--- config.mk ---
export PLATFORM = sky130hd
export DESIGN_NAME = axil_slave_wr_flat
export DESIGN_NICKNAME = d
export VERILOG_FILES = /design/src/rtl/axil_slave_wr_if.sv /design/src/rtl/axil_slave_wr.sv /design/src/flat_wrapper.sv
export SDC_FILE = /design/constraint.sdc
export NUM_CORES = 1
export LEC_CHECK = 0
export CAP_MARGIN = 10
export CORE_AREA = 2 2 235 237
export CTS_CLUSTER_DIAMETER = 120
export DETAILED_ROUTE_END_ITERATION = 12
export DIE_AREA = 0 0 237 239
export GPL_ROUTABILITY_DRIVEN = 0
export PLACE_DENSITY = 0.72
export RECOVER_POWER = 25
export SYNTH_ARGS = -nofsm -noshare
export SYNTH_HDL_FRONTEND = slang
export SYNTH_SLANG_ARGS = --single-unit
--- constraint.sdc ---
create_clock -name aclk -period 9.5 [get_ports aclk]
set_clock_uncertainty 0.15 [all_clocks]
set_input_delay 1.9 -clock aclk [delete_from_list [all_inputs] [get_ports aclk]]
set_output_delay 1.9 -clock aclk [all_outputs]
set_load 0.05 [all_outputs]
--- src/rtl/axil_slave_wr_if.sv ---
// AXI-Lite write-channel bundle (AW, W, B) between an interconnect-side
// master and a register-bank slave.
//   awaddr/awvalid/awready : write address channel
//   wdata/wstrb/wvalid/wready : write data channel, one strobe bit per byte
//   bresp/bvalid/bready : write response channel
// Modports: master drives AW/W valids and bready; slave drives readies and B.
interface axil_slave_wr_if #(
   parameter int ADDR_W = 32,
   parameter int DATA_W = 32
);
   logic [ADDR_W-1:0]   awaddr;
   logic                awvalid;
   logic                awready;
   logic [DATA_W-1:0]   wdata;
   logic [DATA_W/8-1:0] wstrb;
   logic                wvalid;
   logic                wready;
   logic [1:0]          bresp;
   logic                bvalid;
   logic                bready;

   modport master (
      output awaddr, awvalid, wdata, wstrb, wvalid, bready,
      input  awready, wready, bresp, bvalid
   );

   modport slave (
      input  awaddr, awvalid, wdata, wstrb, wvalid, bready,
      output awready, wready, bresp, bvalid
   );
endinterface

--- src/rtl/axil_slave_wr.sv ---
// AXI-Lite write responder terminating AW/W/B into a local register bank.
// AW and W are accepted independently in either order; the write commits on
// the edge entering RESP, byte-wise under wstrb, and B returns OKAY for a
// mapped address or DECERR for an unmapped one. One write outstanding.
// Ports:
//   aclk, aresetn : clock (rising edge), asynchronous active-low reset
//   s_axil        : AXI-Lite write channels (slave modport)
//   regs_out      : flat register contents, register i at [i*W +: W]
//   wr_pulse      : one-cycle pulse, bit i set when register i was written
//
// state      | meaning
// -----------+------------------------------------------------------
// ST_IDLE    | no write in flight; both channels ready (after reset)
// ST_WAIT_W  | address captured, waiting for write data
// ST_WAIT_AW | data/strobes captured, waiting for write address
// ST_RESP    | write committed, bvalid held until bready
module axil_slave_wr #(
   parameter int AXI_DATA_WIDTH = 32,
   parameter int AXI_ADDR_WIDTH = 32,
   parameter int NUM_REGS       = 16,
   parameter logic [AXI_ADDR_WIDTH-1:0] BASE_ADDR = '0
) (
   input  logic                               aclk,
   input  logic                               aresetn,
   axil_slave_wr_if.slave                     s_axil,
   output logic [NUM_REGS*AXI_DATA_WIDTH-1:0] regs_out,
   output logic [NUM_REGS-1:0]                wr_pulse
);

   localparam int STRB_W   = AXI_DATA_WIDTH / 8;
   localparam int ADDR_LSB = (STRB_W > 1) ? $clog2(STRB_W) : 0;

   localparam logic [1:0] RESP_OKAY   = 2'b00;
   localparam logic [1:0] RESP_DECERR = 2'b11;

   typedef enum logic [1:0] {
      ST_IDLE,
      ST_WAIT_W,
      ST_WAIT_AW,
      ST_RESP
   } state_t;

   state_t                    state;
   logic                      awready_q;
   logic                      wready_q;
   logic                      bvalid_q;
   logic [1:0]                bresp_q;
   logic [NUM_REGS-1:0]       wr_pulse_q;
   logic [AXI_ADDR_WIDTH-1:0] addr_q;
   logic [AXI_DATA_WIDTH-1:0] data_q;
   logic [STRB_W-1:0]         strb_q;
   logic [AXI_DATA_WIDTH-1:0] regs_q [NUM_REGS];

   logic                      aw_hs;
   logic                      w_hs;
   logic                      commit;
   logic [AXI_ADDR_WIDTH-1:0] c_addr;
   logic [AXI_DATA_WIDTH-1:0] c_data;
   logic [STRB_W-1:0]         c_strb;
   logic [AXI_ADDR_WIDTH-1:0] c_off;
   logic [AXI_ADDR_WIDTH-1:0] c_idx;
   logic                      mapped;
   logic [NUM_REGS-1:0]       hit;

   assign aw_hs = s_axil.awvalid & awready_q;
   assign w_hs  = s_axil.wvalid  & wready_q;

   // Readies are only ever high in states where that handshake is legal,
   // so the state qualifier only selects which completion applies.
   assign commit = ((state == ST_IDLE)    & aw_hs & w_hs) |
                   ((state == ST_WAIT_W)  & w_hs) |
                   ((state == ST_WAIT_AW) & aw_hs);

   // Whichever half arrived earlier comes from the holding register.
   assign c_addr = (state == ST_WAIT_W)  ? addr_q : s_axil.awaddr;
   assign c_data = (state == ST_WAIT_AW) ? data_q : s_axil.wdata;
   assign c_strb = (state == ST_WAIT_AW) ? strb_q : s_axil.wstrb;

   // The below-base test guards against the subtraction wrapping into range.
   assign c_off  = c_addr - BASE_ADDR;
   assign c_idx  = c_off >> ADDR_LSB;
   assign mapped = (c_addr >= BASE_ADDR) &&
                   (c_idx < AXI_ADDR_WIDTH'(NUM_REGS));

   always_comb begin
      hit = '0;
      for (int i = 0; i < NUM_REGS; i++) begin
         hit[i] = mapped && (c_idx == AXI_ADDR_WIDTH'(i));
      end
   end

   always_ff @(posedge aclk or negedge aresetn) begin
      if (!aresetn) begin
         state      <= ST_IDLE;
         awready_q  <= 1'b0;
         wready_q   <= 1'b0;
         bvalid_q   <= 1'b0;
         bresp_q    <= RESP_OKAY;
         wr_pulse_q <= '0;
         addr_q     <= '0;
         data_q     <= '0;
         strb_q     <= '0;
      end else begin
         wr_pulse_q <= '0;
         if (commit) begin
            wr_pulse_q <= hit;
            bvalid_q   <= 1'b1;
            bresp_q    <= mapped ? RESP_OKAY : RESP_DECERR;
         end
         case (state)
            ST_IDLE: begin
               if (aw_hs && w_hs) begin
                  state     <= ST_RESP;
                  awready_q <= 1'b0;
                  wready_q  <= 1'b0;
               end else if (aw_hs) begin
                  state     <= ST_WAIT_W;
                  addr_q    <= s_axil.awaddr;
                  awready_q <= 1'b0;
                  wready_q  <= 1'b1;
               end else if (w_hs) begin
                  state     <= ST_WAIT_AW;
                  data_q    <= s_axil.wdata;
                  strb_q    <= s_axil.wstrb;
                  awready_q <= 1'b1;
                  wready_q  <= 1'b0;
               end else begin
                  // Also raises the readies on the first edge out of reset.
                  awready_q <= 1'b1;
                  wready_q  <= 1'b1;
               end
            end
            ST_WAIT_W: begin
               if (w_hs) begin
                  state    <= ST_RESP;
                  wready_q <= 1'b0;
               end
            end
            ST_WAIT_AW: begin
               if (aw_hs) begin
                  state     <= ST_RESP;
                  awready_q <= 1'b0;
               end
            end
            ST_RESP: begin
               if (s_axil.bready) begin
                  state     <= ST_IDLE;
                  bvalid_q  <= 1'b0;
                  awready_q <= 1'b1;
                  wready_q  <= 1'b1;
               end
            end
            default: begin
               state     <= ST_IDLE;
               awready_q <= 1'b0;
               wready_q  <= 1'b0;
               bvalid_q  <= 1'b0;
            end
         endcase
      end
   end

   always_ff @(posedge aclk or negedge aresetn) begin
      if (!aresetn) begin
         for (int i = 0; i < NUM_REGS; i++) begin
            regs_q[i] <= '0;
         end
      end else if (commit) begin
         for (int i = 0; i < NUM_REGS; i++) begin
            if (hit[i]) begin
               for (int b = 0; b < STRB_W; b++) begin
                  if (c_strb[b]) begin
                     regs_q[i][b*8 +: 8] <= c_data[b*8 +: 8];
                  end
               end
            end
         end
      end
   end

   for (genvar g = 0; g < NUM_REGS; g++) begin : g_flat
      assign regs_out[g*AXI_DATA_WIDTH +: AXI_DATA_WIDTH] = regs_q[g];
   end

   assign s_axil.awready = awready_q;
   assign s_axil.wready  = wready_q;
   assign s_axil.bvalid  = bvalid_q;
   assign s_axil.bresp   = bresp_q;
   assign wr_pulse       = wr_pulse_q;

endmodule

--- src/flat_wrapper.sv ---
// flat-port wrapper written by rule: the top's interface ports become plain ports
module axil_slave_wr_flat 
#(
   parameter int AXI_DATA_WIDTH = 32,
   parameter int AXI_ADDR_WIDTH = 32,
   parameter int NUM_REGS       = 16,
   parameter logic [AXI_ADDR_WIDTH-1:0] BASE_ADDR = '0
)
  (aclk, aresetn, regs_out, wr_pulse, s_axil_awaddr, s_axil_awvalid, s_axil_wdata, s_axil_wstrb, s_axil_wvalid, s_axil_bready, s_axil_awready, s_axil_wready, s_axil_bresp, s_axil_bvalid);
  axil_slave_wr_if #(.ADDR_W((32)), .DATA_W((32))) s_axil_i ();
  input  logic aclk;
  input  logic aresetn;
  output logic [NUM_REGS*AXI_DATA_WIDTH-1:0] regs_out;
  output logic [NUM_REGS-1:0] wr_pulse;
  input wire logic [$bits(s_axil_i.awaddr)-1:0] s_axil_awaddr;
  input wire logic [$bits(s_axil_i.awvalid)-1:0] s_axil_awvalid;
  input wire logic [$bits(s_axil_i.wdata)-1:0] s_axil_wdata;
  input wire logic [$bits(s_axil_i.wstrb)-1:0] s_axil_wstrb;
  input wire logic [$bits(s_axil_i.wvalid)-1:0] s_axil_wvalid;
  input wire logic [$bits(s_axil_i.bready)-1:0] s_axil_bready;
  output wire logic [$bits(s_axil_i.awready)-1:0] s_axil_awready;
  output wire logic [$bits(s_axil_i.wready)-1:0] s_axil_wready;
  output wire logic [$bits(s_axil_i.bresp)-1:0] s_axil_bresp;
  output wire logic [$bits(s_axil_i.bvalid)-1:0] s_axil_bvalid;
  assign s_axil_i.awaddr = s_axil_awaddr;
  assign s_axil_i.awvalid = s_axil_awvalid;
  assign s_axil_i.wdata = s_axil_wdata;
  assign s_axil_i.wstrb = s_axil_wstrb;
  assign s_axil_i.wvalid = s_axil_wvalid;
  assign s_axil_i.bready = s_axil_bready;
  assign s_axil_awready = s_axil_i.awready;
  assign s_axil_wready = s_axil_i.wready;
  assign s_axil_bresp = s_axil_i.bresp;
  assign s_axil_bvalid = s_axil_i.bvalid;
  axil_slave_wr #(.AXI_DATA_WIDTH(AXI_DATA_WIDTH), .AXI_ADDR_WIDTH(AXI_ADDR_WIDTH), .NUM_REGS(NUM_REGS), .BASE_ADDR(BASE_ADDR)) u_core (.aclk(aclk), .aresetn(aresetn), .s_axil(s_axil_i), .regs_out(regs_out), .wr_pulse(wr_pulse));
endmodule
**Word-level counts from Yosys, hierarchy flattened**

Cells that the tools add are included.

- Reduce and logical (&&, ||, !) cells: 91
- Shift operators: 0
- Add/subtract/negate cells: 0
- Muxes and demuxes: 25
- Div/mod/pow operators: 0
- Multiply operators: 0
- Bitwise gates (word level): 10
- Eq/ne operators: 22
- Order comparisons: 2

Operators by type and width:

| operator | number |
|---|---|
| $eq A30 B4 Y1 const B | 8 |
| $reduce_and A3 Y1 | 67 |
| $eq A30 B3 Y1 const B | 4 |
| $mux W32 | 2 |
| $eq A30 B2 Y1 const B | 2 |
| $ge A32 B1 Y1 const B | 1 |
| $logic_not A32 Y1 | 1 |
| $eq A30 B1 Y1 const B | 1 |
| $lt A30 B5 Y1 const B | 1 |
| $logic_and A1 B1 Y1 | 18 |
| $mux W16 | 1 |
| $mux W2 | 7 |
| $mux W1 | 11 |
| $pmux W2 S4 | 1 |
| $reduce_and A4 Y1 | 2 |
| $and A1 B1 Y1 | 6 |
| $pmux W1 S3 | 2 |
| $reduce_bool A3 Y1 | 2 |
| $eq A2 B2 Y1 const B | 2 |
| $mux W4 | 1 |
| $ne A2 B1 Y1 const B | 2 |
| $ne A4 B2 Y1 const B | 1 |
| $eq A2 B1 Y1 const B | 1 |
| $logic_not A2 Y1 | 1 |
| 3 further kinds | 5 |

- RAM bits: 0
- Memories kept: 0
- Memory bits (read-only): 0
- Bits in latches: 0
- Logic and storage cells: 223
- Input port bits: 73
- Output and inout port bits: 533
- Register bits: 603

**Longest topological paths before layout**

- Depth after elaboration: 8
- Gate-level depth with buffers: 9
- Mapped depth without buffers: 7

**Worst setup path after synthesis**

Ideal clock, no wire load.

- Path type: input to register
- Start point: in s_axil_awaddr[9]
- End point: reg u_core.regs_q (netlist bit u_core.regs_out[256])
- Arrival time: 3.910 ns
- Stages: 6
- Path buffers: 1
- Library setup time: 0.125 ns
- Required time: 9.225 ns
- Path slack: 5.315 ns
- Path through: nor4_1 > mux2i_1 > a2111oi_4 > buf_12 > nand3_4 > mux2_4

- Longest elaborated chain between the ends: 5
- Elaborated cells on any way between the ends: 7
- Those cells by class: order compare: 2; eq/ne: 1; mux: 1; reduce/logical: 3

RTL lines:

| element | RTL line | RTL |
|---|---|---|
| from (decl) | flat_wrapper.sv:15 | `input wire logic [$bits(s_axil_i.awaddr)-1:0] s_axil_awaddr;` |
| $mux W32 (*) | axil_slave_wr.sv:75 | `assign c_addr = (state == ST_WAIT_W) ? addr_q : s_axil.awaddr;` |
| $ge A32 B1 Y1 or $lt A30 B5 Y1 (tied branches) | axil_slave_wr.sv:82, axil_slave_wr.sv:83 |  |
| $logic_and A1 B1 Y1 | axil_slave_wr.sv:82 | `assign mapped = (c_addr >= BASE_ADDR) &&` |
| $logic_and A1 B1 Y1 (*) | axil_slave_wr.sv:88 | `hit[i] = mapped && (c_idx == AXI_ADDR_WIDTH'(i));` |
| $reduce_and A3 Y1 (no source line) (*) | -- |  |
| to (signal, indexed assignment) | axil_slave_wr.sv:173 | `regs_q[i][b*8 +: 8] <= c_data[b*8 +: 8];` |
| to (decl) | axil_slave_wr.sv:52 | `logic [AXI_DATA_WIDTH-1:0] regs_q [NUM_REGS];` |

Every way passes the cells marked *; elsewhere a longest branch is shown, timed or not.
A chain may end at the register's enable or synchronous reset.

==> metrics.yaml <==
async_flop_share: 1.00
cpPeakStageDelay_ps: 3060
post-route-period-util: 0.611
cts_tree: "built"
synth.avg_cell_area_sq_um: 16.3
yosysTopAreaCellShare: 0.629
setup_tns_ps: 0
post_cts_resized: 0
drive_gt1_frac: 0.366
start_kind: "input port"
grt.overflow.total: 0
io_buffers: 603
power.density_nw_per_um2: 195
wl_per_cell_um: 24.9
fmax_ghz: 0.172
stdcell_area_sq_um: 32800
drt-pass1-iter-count: 4
yosys-top-cells-area: "dfrtp_1, mux2_2, nand3_4"
final_nets: 2168
cellLeakagePower_nw: 15.3
yosys_warnings: 0
synth_largest_area_cell: "dfrtp_1"
synth_edf_count: 0
clk_pin_slew_worst_paths_ps: 60
ctsHtreeMaxLevel: 2
cts_sinks: 600
cts_buffers: 61
cts-root-buf: "clkbuf_16"
ctsHoldBuffers: 0
ys.flop_type: "dfrtp_1"
grt_max_degree: 157
ant_nets: 0
min_period_ps: 5810
grt_antenna_before_repair: 13
grt_pass1_wl_um: 105000
drt_iter0_drc: 519
relSlewSlack: -1.95
critPathKind: "input port to async pin"
grt_pass1_vias: 16000
ys_ff_latch: 600
rsz0062_at_grt: "false"
viasPerCell: 5.30
hold_viol_final: 0
ir_drop_v: 0.000170
status: "complete, but fails checks"
core_sq_um: 54300
drc: 0
synth.distinct_cells: 37
min_path_type: "flop to flop"
dpl_cell_area_sq_um: 30700
violations: "capacitance limit, slew limit"
final_cell_mix: "clkdlybuf4s50_1, dfrtp_1, mux2_2, clkbuf_16, nor2_1"
cp_max_fo: 81
post_cts_buffers: 0
setup_violations: 0
gr-usage-all-layers: 0.247
maxCapViolations: 1
die_h_um: 239
cp_num_buf_inv: 2
rows: 86
finalWirelength_um: 70900
die_x_um: 237
tightest_slew_ps: 4420
synth-seq-area-share: 0.629
hpwlAfterDp_um: 49300
maxSlewViolCount: 80
io_pins: 606
critPathArrivalTime_ps: 6230
area_growth_syn_to_layout_pct: 37.4
crit_chain: "clkbuf_1, buf_4"
cts_buffer_depth: 3
num_vias: 15100
synth_cells: 1467
syn-num-nets: 1546
cp_top_family: "buffers and inverters"
syn_area_sq_um: 23900
fillers: 4086
slowest_stage: "clkbuf_1"
initial_utilization: 0.439
dieArea_sq_um: 56600
clk_latency_ps: 620
cp.required_ps: 9930
critPathCaptureType: "async pin"
==> registers in the layout, summed over array words and instances, names as in the netlist <==
register               flops
u_core.s_axil.bvalid       1
u_core.strb_q              4
u_core.wr_pulse           16
u_core.s_axil.awready      1
u_core.addr_q             30
u_core.state               2
u_core.s_axil.wready       1
u_core.data_q             32
u_core.regs_out          512
u_core.s_axil.bresp        1
==> area by class of cell <==
| cell class | instances | area [sq um] | area share |
|---|---|---|---|
| antenna | 6 | 15.0 | 0.000458 |
| clock buffer | 92 | 1810 | 0.0551 |
| multi-input combinational | 800 | 8590 | 0.262 |
| timing repair buffer | 619 | 6180 | 0.189 |
| tap | 704 | 881 | 0.0269 |
| clock inverter | 21 | 269 | 0.00821 |
| sequential | 600 | 15000 | 0.458 |
| inverter | 7 | 26.3 | 0.000802 |
==> synthesized netlist by cell type (3+ instances only) <==
cell / instances
dfrtp_1: 600
mux2_2: 586
clkbuf_1: 43
nor2_1: 35
nand3_4: 27
mux2_4: 24
nand3_2: 21
nand2_1: 19
nand4_1: 19
nor4_1: 11
buf_1: 7
inv_1: 7
mux2i_1: 7
o21ai_0: 7
ha_1: 6
a21oi_1: 5
buf_2: 4
nor3_1: 4
a2111oi_4: 3
a31oi_1: 3
and2_1: 3
and3_1: 3
nor2b_1: 3
o32a_1: 3
==> metrics by stage <==
step           std cells  setup WS (ps)  utilization  power, mW  hold WS [ps]
5_1_grt             2846           2800        0.603       6.65           360
4_1_cts             2842           4410        0.603       6.45           354
3_5_place_dp        2729           3740        0.565       3.98           340
6_report            2849           3690        0.603       6.39           349
2_1_floorplan       1467           5310            -       3.50           320
3_3_place_gp        2729           3770        0.565       3.95           332
==> report_power, final <==
part           internal [mW]  total (mW)  leakage [nW]  switching, mW
clock network           1.47        2.47          1.02           1.00
logic                  0.340        1.11          6.08          0.773
registers               2.71        2.80          8.24         0.0877
==> worst paths after layout <==
| kind | from | end | slack, ps | cells past startpoint |
|---|---|---|---|---|
| setup reg to reg | u_core.state[1]$_DFFE_PN0P_ | u_core.regs_out[480]$_DFFE_PN0P_ | 4930 | 8 |
| max in group aclk | s_axil_awaddr[22] | u_core.regs_out[480]$_DFFE_PN0P_ | 4370 | 8 |
| hold / removal | u_core.data_q[1]$_DFFE_PN0P_ | u_core.data_q[1]$_DFFE_PN0P_ | 350 | 1 |
| hold reg to reg | u_core.data_q[1]$_DFFE_PN0P_ | u_core.data_q[1]$_DFFE_PN0P_ | 350 | 1 |
| min in group asynchronous | aresetn | u_core.regs_out[339]$_DFFE_PN0P_ | 2710 | 1 |
| setup / recovery | aresetn | u_core.regs_out[259]$_DFFE_PN0P_ | 3690 | 2 |
==> layer usage <==
metal	vias up	wire length, um	share of wire	GRT usage
met3	142	5940	0.084	0.0864
met4	12	2420	0.034	0.0882
li1	6565	-	-	-
met1	7879	28200	0.40	0.304
met5	-	79	0.0011	0
met2	506	34300	0.48	0.405
==> cell families (layout without fill, tap and decap cells) <==
group / count (synthesis) / after routing / synth area share
multiplexers: 617 / 617 / 0.295
AO/OA/AOI/OAI: 27 / 27 / 0.0103
AND/OR/NAND/NOR: 150 / 150 / 0.0498
flip-flops: 600 / 600 / 0.629
other: 0 / 6 / 0
adder cells (fa/ha/maj): 6 / 6 / 0.00315
buffers and inverters: 67 / 739 / 0.0130
Power figures use the tool's default switching activity.
